## config.mk

```make
export PLATFORM = sky130hd
export DESIGN_NAME = mem_port_arbiter
export DESIGN_NICKNAME = d
export VERILOG_FILES = /design/src/rtl/RISCV_pkg.sv /design/src/rtl/mem_port_arbiter.sv
export SDC_FILE = /design/constraint.sdc
export NUM_CORES = 1
export LEC_CHECK = 0
export ABC_AREA = 1
export CORE_MARGIN = 4
export CORE_UTILIZATION = 35
export DETAILED_ROUTE_END_ITERATION = 8
export PLACE_DENSITY = 0.67
export SLEW_MARGIN = 20
export SYNTH_ARGS = -nofsm -noshare
export SYNTH_HDL_FRONTEND = slang
export SYNTH_SLANG_ARGS = --single-unit
```

## constraint.sdc

```tcl
create_clock -name clk -period 12.45 [get_ports clk]
set_input_delay 1.8675 -clock clk [delete_from_list [all_inputs] [get_ports clk]]
set_output_delay 1.8675 -clock clk [all_outputs]
set_load 0.02 [all_outputs]
```

## src/rtl/RISCV_pkg.sv

```systemverilog
// rtl/RISCV_pkg.sv - shared word type, arbiter state/grant enums and timeout default
package RISCV_pkg;

  typedef logic [31:0] word_t;

  typedef enum logic [1:0] {
    IDLE      = 2'd0,
    DATA_ACC  = 2'd1,
    FETCH_ACC = 2'd2
  } arb_state_t;

  typedef enum logic {
    G_FETCH = 1'b0,
    G_DATA  = 1'b1
  } grant_t;

  localparam int ACK_TIMEOUT_DEF = 16;

endpackage

```

## src/rtl/mem_port_arbiter.sv

```systemverilog
// rtl/mem_port_arbiter.sv - arbitrates fetch and data requesters onto one memory port
// Alternates grants under contention and aborts an access whose ack never arrives.
module mem_port_arbiter
  import RISCV_pkg::*;
#(
  parameter int ACK_TIMEOUT = ACK_TIMEOUT_DEF
) (
  input  logic  clk,
  input  logic  rst,
  input  logic  if_req,
  input  word_t if_addr,
  output logic  if_done,
  output word_t if_rdata,
  input  logic  dm_rd,
  input  logic  dm_wr,
  input  word_t dm_addr,
  input  word_t dm_wdata,
  output logic  dm_done,
  output word_t dm_rdata,
  output logic  mem_req,
  output logic  mem_we,
  output word_t mem_addr,
  output word_t mem_wdata,
  input  word_t mem_rdata,
  input  logic  mem_ack,
  output logic  bus_err,
  output logic  stall_if,
  output logic  stall_pipe
);

  localparam int CW = $clog2(ACK_TIMEOUT) + 1;

  arb_state_t    state_q, state_d;
  grant_t        last_q, last_d;
  logic [CW-1:0] cnt_q, cnt_d;
  word_t         addr_q, addr_d, wdata_q, wdata_d;
  logic          we_q, we_d, ill_q, ill_d;
  logic          if_done_q, if_done_d, dm_done_q, dm_done_d, bus_err_q, bus_err_d;
  word_t         if_rdata_q, if_rdata_d, dm_rdata_q, dm_rdata_d;

  logic data_pend, fetch_pend, grant_data, grant_fetch, timeout, finish;

  // The requester just completed still holds its request during its done cycle.
  assign data_pend   = (dm_rd | dm_wr) & ~dm_done_q;
  assign fetch_pend  = if_req & ~if_done_q;
  assign grant_data  = data_pend & (~fetch_pend | (last_q == G_FETCH));
  assign grant_fetch = fetch_pend & ~grant_data;
  assign timeout     = ~mem_ack & (cnt_q == CW'(ACK_TIMEOUT - 1));
  assign finish      = mem_ack | timeout;

  always_comb begin
    state_d    = state_q;
    last_d     = last_q;
    cnt_d      = cnt_q;
    addr_d     = addr_q;
    wdata_d    = wdata_q;
    we_d       = we_q;
    ill_d      = ill_q;
    if_done_d  = 1'b0;
    dm_done_d  = 1'b0;
    bus_err_d  = 1'b0;
    if_rdata_d = if_rdata_q;
    dm_rdata_d = dm_rdata_q;
    case (state_q)
      IDLE: begin
        if (grant_data) begin
          state_d = DATA_ACC;
          last_d  = G_DATA;
          cnt_d   = '0;
          addr_d  = dm_addr;
          we_d    = dm_wr;
          wdata_d = dm_wr ? dm_wdata : '0;
          ill_d   = dm_rd & dm_wr;
        end else if (grant_fetch) begin
          state_d = FETCH_ACC;
          last_d  = G_FETCH;
          cnt_d   = '0;
          addr_d  = if_addr;
          we_d    = 1'b0;
          wdata_d = '0;
          ill_d   = 1'b0;
        end
      end
      DATA_ACC, FETCH_ACC: begin
        if (finish) begin
          state_d = IDLE;
          addr_d  = '0;
          wdata_d = '0;
          we_d    = 1'b0;
          if (state_q == DATA_ACC) begin
            dm_done_d = 1'b1;
            bus_err_d = ill_q | timeout;
            if (!we_q) dm_rdata_d = timeout ? '0 : mem_rdata;
          end else begin
            if_done_d  = 1'b1;
            bus_err_d  = timeout;
            if_rdata_d = timeout ? '0 : mem_rdata;
          end
        end else begin
          cnt_d = cnt_q + CW'(1);
        end
      end
      default: state_d = IDLE;
    endcase
  end

  always_ff @(posedge clk or posedge rst) begin
    if (rst) begin
      state_q    <= IDLE;
      last_q     <= G_FETCH;
      cnt_q      <= '0;
      addr_q     <= '0;
      wdata_q    <= '0;
      we_q       <= 1'b0;
      ill_q      <= 1'b0;
      if_done_q  <= 1'b0;
      dm_done_q  <= 1'b0;
      bus_err_q  <= 1'b0;
      if_rdata_q <= '0;
      dm_rdata_q <= '0;
    end else begin
      state_q    <= state_d;
      last_q     <= last_d;
      cnt_q      <= cnt_d;
      addr_q     <= addr_d;
      wdata_q    <= wdata_d;
      we_q       <= we_d;
      ill_q      <= ill_d;
      if_done_q  <= if_done_d;
      dm_done_q  <= dm_done_d;
      bus_err_q  <= bus_err_d;
      if_rdata_q <= if_rdata_d;
      dm_rdata_q <= dm_rdata_d;
    end
  end

  assign mem_req    = (state_q != IDLE);
  assign mem_we     = we_q;
  assign mem_addr   = addr_q;
  assign mem_wdata  = wdata_q;
  assign if_done    = if_done_q;
  assign dm_done    = dm_done_q;
  assign bus_err    = bus_err_q;
  assign if_rdata   = if_rdata_q;
  assign dm_rdata   = dm_rdata_q;
  assign stall_if   = if_req & ~if_done_q;
  assign stall_pipe = (dm_rd | dm_wr) & ~dm_done_q;

endmodule
```

# After elaboration in Yosys (flattened, before gate mapping)
# Cells that the tools add are included.
# word_totals
reg_bits	141
input_bits	134
elab_cells	80
# classes
n_addsub	1
eq_ne	6
n_mux	32
bitwise	18
reduce_logical	11
# ops
cell	n
32-bit two-way mux	7
32-bit one-hot mux with 2 select lines	2
5-bit two-way mux	3
1-bit two-way mux	14
5-bit one-hot mux with 2 select lines	1
3-bit AND reduction	3
1-bit inverter	8
1-bit AND	6
2-bit two-way mux	3
2-bit nonzero test	3
5-bit by 1-bit adder with 5-bit output (second input constant)	1
5-bit by 4-bit == test with 1-bit output (second input constant)	1
2-bit != test (second input constant)	2
1-bit OR	4
2-bit one-hot mux with 2 select lines	1
2-bit AND reduction	2
4-bit AND reduction	1
3-bit != test (second input constant)	1
2-bit by 1-bit == test with 1-bit output (second input constant)	1
2-bit == test (second input constant)	1
2-bit zero test	1
1-bit one-hot mux with 2 select lines	1
2-bit OR reduction	1

# Depth between registers and ports, before layout
# Gate-level depths: netlist of run 1.
# logic_depth
ltp_word	10
depth_mapped	11

# Least setup slack after synthesis of run 1
# Ideal clock, no wire load.
# synth_path
path_kind	in2out
start	input dm_wr
end	output stall_pipe
arrival_time_ns	2.418
slack_ns	8.165
stages	4
path_buffers	2
path_cell_list	buf_4 nor2_2 nor2_4 buf_2
# synth_between
elab_chain_cells	2
# synth_rtl
element	line	rtl
start: declaration	mem_port_arbiter.sv:15	input logic dm_wr,
1-bit OR	mem_port_arbiter.sv:147	assign stall_pipe = (dm_rd | dm_wr) & ~dm_done_q;
1-bit AND	mem_port_arbiter.sv:147	
end: declaration	mem_port_arbiter.sv:28	output logic stall_pipe
# No other way between the ends.

# Worst setup path in the final report of run 1
# Ends and elaborated chain as after synthesis.

==> flow_summary.toml, run 1 <==
[status]
status = "complete, no violations"

[layout]
diodes = 0
layout_common_cells = "nand2_1, clkdlybuf4s50_1, dfrtp_1, inv_1, nand3_1"
drive_above_1_share_pct = 4.77
fin_cells = 1366
area_growth_pct = 50.8
final_common_cell = "nand2_1"
fillers = 1778
final_nets = 1257

[worst_hold_path]
hold_path.class = "reg2reg"

[die]
dieArea_um2 = 21300
dieWidth_um = 146
initial_utilization_pct = 35.6
pin_count = 269
dieHeight_um = 146
core_um2 = 18700
row_count = 50

[logic_synthesis]
synth_top_area_share_pct = 53.0
async_flop_share_pct = 100
synthCells = 877
synthAdderAreaFrac_pct = 0.752
ys_types = 21
synth_top_family_by_area = "simple AND/OR/NAND/NOR gates"
ys_seq_area_share_pct = 53.0
syn_nets = 1015
synth_compound_area_share_pct = 8.27
yosys.area.top_type = "dfrtp_1"
synth_warnings = 0
synthMuxAreaShare_pct = 0
ys_ff_latch = 141
avgSynthCellArea_um2 = 7.59
synth_xor_area_share_pct = 0.132
synthSimpleGateAreaFrac_pct = 29.2
syn-cell-area_um2 = 6660
synth_area_leaders = "dfrtp_1, nand2_1, nand3_1"
ys.flop_type = "dfrtp_1"
synth_edf_count = 0

[setup_path]
crit_path_end_kind = "output port"
crit_path_max_incr_delay_ps = 740
crit_chain = "clkdlybuf4s50_1 -> buf_4 -> nor2_2 -> nor2_4 -> clkdlybuf4s50_1"
critical-path-top-delay-family = "buffers and inverters"
critPathLaunchType = "input port"
critPathKind = "in2out"
crit_path_max_fanout = 36
crit_buf_inv = 3
cp_common_cell = "clkdlybuf4s50_1"
cp.required_ps = 10580
worstPathArrival_ps = 4160
cp_slowest_cell = "clkdlybuf4s50_1"

[clocking]
clk_pin_slew_ps = 60
cts_setup_buffers = 0
clkSinkCount = 141
clockRootBuffer = "clkbuf_16"
cts_resized = 0
cts_tree = "built"
clock_latency_ps = 410
cts-buffers-inserted = 17
cts_max_level = 4
postCtsHoldBufs = 0
clock_tree.buffer_depth = 2

[timing]
finalSetupViolations = 0
rsz0062_at_grt = "no"
hold_viol = 0
period_minus_slack_ps = 6030
clock-skew-final_ps = 11.5
final_max_slew_viol_count = 0
setup_slack_ps = 6420
tns_ps = 0
fmax_mhz = 166
period_share_pct = 48.4
slew_headroom_pct = 34.3
tightest_slew_ps = 986

[route]
viasPerCell = 4.62
drt-initial-drc-count = 302
drc = 0
ant_nets = 0
met1_length_mm = 9.11
wl_mm = 20.3
highest_layer = "met5"
dr.pass1.iters = 5
dr_wl_met2_mm = 8.94
vias = 6307
wl_per_cell_um = 14.9
route.met3.wl_mm = 2.01

[placed_design]
place.gp.congestion = 0.812
io_buffers = 268
hpwl_mm = 13.4
post-place-ws_ps = 6390
placedCellCount = 1334

[grt]
grt_pass1_wl_mm = 32.9
grt_pass1_vias = 6032
antenna_found_initial = 1
grt_usage_pct = 18.9
grt_max_degree = 100
grt_overflow = 0

[power]
cellPowerDensity_nw_per_um2 = 260
leakagePower_nw = 4.76
peakVddDrop_v = 0.000213

[run]
cap_violations = 0
logic make-up (layout without fill, tap and decap cells):
group | count (synthesis) | in the layout
AOI/OAI and AO/OA | 110 | 110
DFF | 141 | 141
buffers and inverters | 135 | 390
xor gates and xnor gates | 1 | 1
and+or+nand+nor | 486 | 486
adders and majority gates | 4 | 4
worst reg2reg max path: cells and delay by family, from the launching register on:
| family | cells | cell delay [ps] |
|---|---|---|
| buffers and inverters | 1 | 550 |
| AOI/OAI and AO/OA | 1 | 170 |
| DFF | 1 | 410 |
| and+or+nand+nor | 6 | 1440 |
| adders and majority gates | 2 | 420 |
metrics by stage:
step | utilization (%) | power (W) | area (um2) | hold slack, ps
floorplan | - | 0.00154 | 6660 | 443
global placement | 50.5 | 0.00211 | 9450 | 462
detailed placement | 50.5 | 0.00212 | 9450 | 464
CTS | 53.7 | 0.00264 | 10000 | 481
global route | 53.7 | 0.00280 | 10000 | 497
finish | 53.7 | 0.00261 | 10000 | 476
sequential cells by signal (all words and copies together) (netlist names):
register,cells
dm_rdata,32
if_rdata,32
mem_addr,32
mem_wdata,32
cnt_q,5
state_q,2
bus_err,1
dm_done,1
if_done,1
ill_q,1
last_q,1
mem_we,1
area by class of cell:
type	count	area [um2]	area share, %
Timing Repair Buffer	278	2760	27.5
Clock buffer	18	429	4.28
Clock inverter	14	158	1.57
Multi-Input combinational cell	601	2570	25.6
Inverter	80	305	3.04
Tap cell	234	293	2.92
Sequential cell	141	3530	35.1
per-layer routing:
metal	GRT usage [%]	vias to the layer above
met3	8.53	18
met5	0	-
met1	25.1	2854
li1	-	3209
met4	4.08	2
met2	28.7	224
synthesized netlist by cell type, types with 2 or more instances:
| library cell | number |
|---|---|
| buf_2 | 22 |
| o21ai_0 | 69 |
| buf_4 | 8 |
| inv_1 | 78 |
| dfrtp_1 | 141 |
| inv_2 | 2 |
| nand2_1 | 339 |
| nand3_1 | 72 |
| o21ai_1 | 39 |
| nor2_1 | 69 |
| nor2_2 | 2 |
| clkbuf_2 | 2 |
| ha_1 | 4 |
| clkbuf_1 | 22 |
| a21oi_1 | 2 |
power by group:
part / internal (W) / switching, W / leakage (nW)
registers: 0.000661 / 0.000105 / 1.82
logic: 0.000523 / 0.000808 / 2.67
clock network: 0.000299 / 0.000210 / 0.278
worst paths after layout:
check                            start           end  slack, ps  cells past startpoint
min in group asynchronous          rst   dm_rdata[2]       1920                      2
setup reg to reg              cnt_q[0]  mem_addr[20]       9340                     10
max in group asynchronous          rst  mem_wdata[2]       9120                      3
hold reg to reg            mem_addr[1]   mem_addr[1]        480                      2
hold / removal             mem_addr[1]   mem_addr[1]        480                      2
setup / recovery                 dm_wr    stall_pipe       6420                      5
No activity file was read; power rests on OpenSTA's default activity.
==> run 2, diff against run 1 <==
==> constraint.sdc (replaced) <==
create_clock -name clk -period 5.7 [get_ports clk]
set_input_delay 0.855 -clock clk [delete_from_list [all_inputs] [get_ports clk]]
set_output_delay 0.855 -clock clk [all_outputs]
set_load 0.02 [all_outputs]
==> flow_summary.toml, run 2 (synthesis results as in run 1) <==
[status]
status = "complete, no violations"

[grt]
antenna_found_initial = 1
grt_pass1_wl_mm = 33.0
grt_pass1_vias = 6225
grt_max_degree = 100
grt_overflow = 0
grt_usage_pct = 19.0

[layout]
fin_cells = 1367
area_growth_pct = 50.6
final_common_cell = "nand2_1"
diodes = 0
final_nets = 1258
layout_common_cells = "nand2_1, clkdlybuf4s50_1, dfrtp_1, inv_1, nand3_1"
fin_util_pct = 53.6
drive_above_1_share_pct = 4.85

[setup_path]
rr_startpoint = "cnt_q[0]"
crit_path_max_incr_delay_ps = 700
critPathKind = "in2out"
worstPathArrival_ps = 2700
r2r_end = "mem_addr[14]"
crit_chain = "clkdlybuf4s50_1 -> buf_4 -> nor2_2 -> nor2_4 -> clkdlybuf4s50_1"
crit_buf_inv = 3
cp_slowest_cell = "clkdlybuf4s50_1"
cp.required_ps = 4850
crit_path_max_fanout = 36
critPathLaunchType = "input port"
critical-path-top-delay-family = "buffers and inverters"
reg2reg_depth = 10
cp_common_cell = "clkdlybuf4s50_1"
crit_path_end_kind = "output port"
r2r_slack_ps = 2650

[clocking]
cts_resized = 0
cts_max_level = 4
cts_setup_buffers = 0
cts_tree = "built"
clock_latency_ps = 420
postCtsHoldBufs = 0
clockRootBuffer = "clkbuf_16"
clkSinkCount = 141
clk_pin_slew_ps = 60
cts-buffers-inserted = 17
clock_tree.buffer_depth = 2

[placed_design]
placedCellCount = 1335
io_buffers = 268
hpwl_mm = 13.8
place.gp.congestion = 0.770

[power]
power_w = 0.00565
swShare_pct = 43.5
switching_power_w = 0.00246
p_int_w = 0.00319
p_seq_share_pct = 29.8
cellPowerDensity_nw_per_um2 = 563
peakVddDrop_v = 0.000248
p_comb_share_pct = 51.2
leakagePower_nw = 4.75
clkPwrFrac_pct = 19.0

[die]
row_count = 50
pin_count = 269
dieWidth_um = 146
core_um2 = 18700
dieHeight_um = 146
initial_utilization_pct = 35.6
dieArea_um2 = 21300

[timing]
period_minus_slack_ps = 3550
slew_headroom_pct = 35.7
fmax_mhz = 282
hold_viol = 0
final_max_slew_viol_count = 0
tns_ps = 0
finalSetupViolations = 0
rsz0062_at_grt = "no"
period_share_pct = 62.3
clock-skew-final_ps = 7.43
tightest_slew_ps = 964

[route]
drc = 0
viasPerCell = 4.60
ant_nets = 0
vias = 6294
dr.pass1.iters = 5
drt-initial-drc-count = 311
wl_per_cell_um = 14.9
wl_mm = 20.4

[worst_hold_path]
hold-path-cell-count = 2
hp-start = "mem_addr[29]"
hold_end = "mem_addr[29]"
hold_path.class = "reg2reg"

[run]
cap_violations = 0
run 2: how the worst max path moves through the flow:
| stage | start | to | slack (ps) | cells after the start |
|---|---|---|---|---|
| finish | dm_wr | stall_pipe | 2150 | 5 |
| detailed placement | dm_wr | mem_addr[14] | 2120 | 8 |
| floorplan | rst | bus_err | 1060 | 1 |
| CTS | dm_wr | stall_pipe | 2130 | 5 |
| global placement | dm_wr | stall_pipe | 2140 | 5 |
| global route | dm_wr | stall_pipe | 2070 | 5 |
run 2: routing by layer:
| metal | GRT usage, % | part of all wire [%] | vias up |
|---|---|---|---|
| li1 | - | - | 3198 |
| met1 | 25.5 | 46 | 2863 |
| met2 | 28.8 | 44 | 216 |
| met3 | 8.10 | 9.0 | 15 |
| met4 | 4.18 | 1.2 | 2 |
| met5 | 0 | 0.064 | - |
run 2: stage by stage:
stage | area (um2) | worst slack (ps) | hold slack, ps
2_1_floorplan | 6660 | 1060 | 443
3_3_place_gp | 9460 | 2140 | 462
3_5_place_dp | 9460 | 2120 | 464
4_1_cts | 10000 | 2130 | 481
5_1_grt | 10000 | 2070 | 502
6_report | 10000 | 2150 | 476
run 2: cell type report:
class,instances,area (um2)
multi-input combinational,601,2570
sequential,141,3530
fill,1845,8680
timing repair buffer,279,2770
tap,234,293
clock inverter,14,138
inverter,80,307
clock buffer,18,429
run 2: power by group through the flow:
stage | clock network (W) | logic [W] | registers (W)
detailed placement | 0 | 0.00292 | 0.00169
global route | 0.00115 | 0.00317 | 0.00174
finish | 0.00107 | 0.00289 | 0.00168
global placement | 0 | 0.00290 | 0.00168
CTS | 0.00110 | 0.00293 | 0.00169
floorplan | 0 | 0.00118 | 0.00218
run 2: worst min-delay path: stages (launching register included):
cell     delay, ps
dfrtp_1        340
nand2_1         50
nand2_1         50
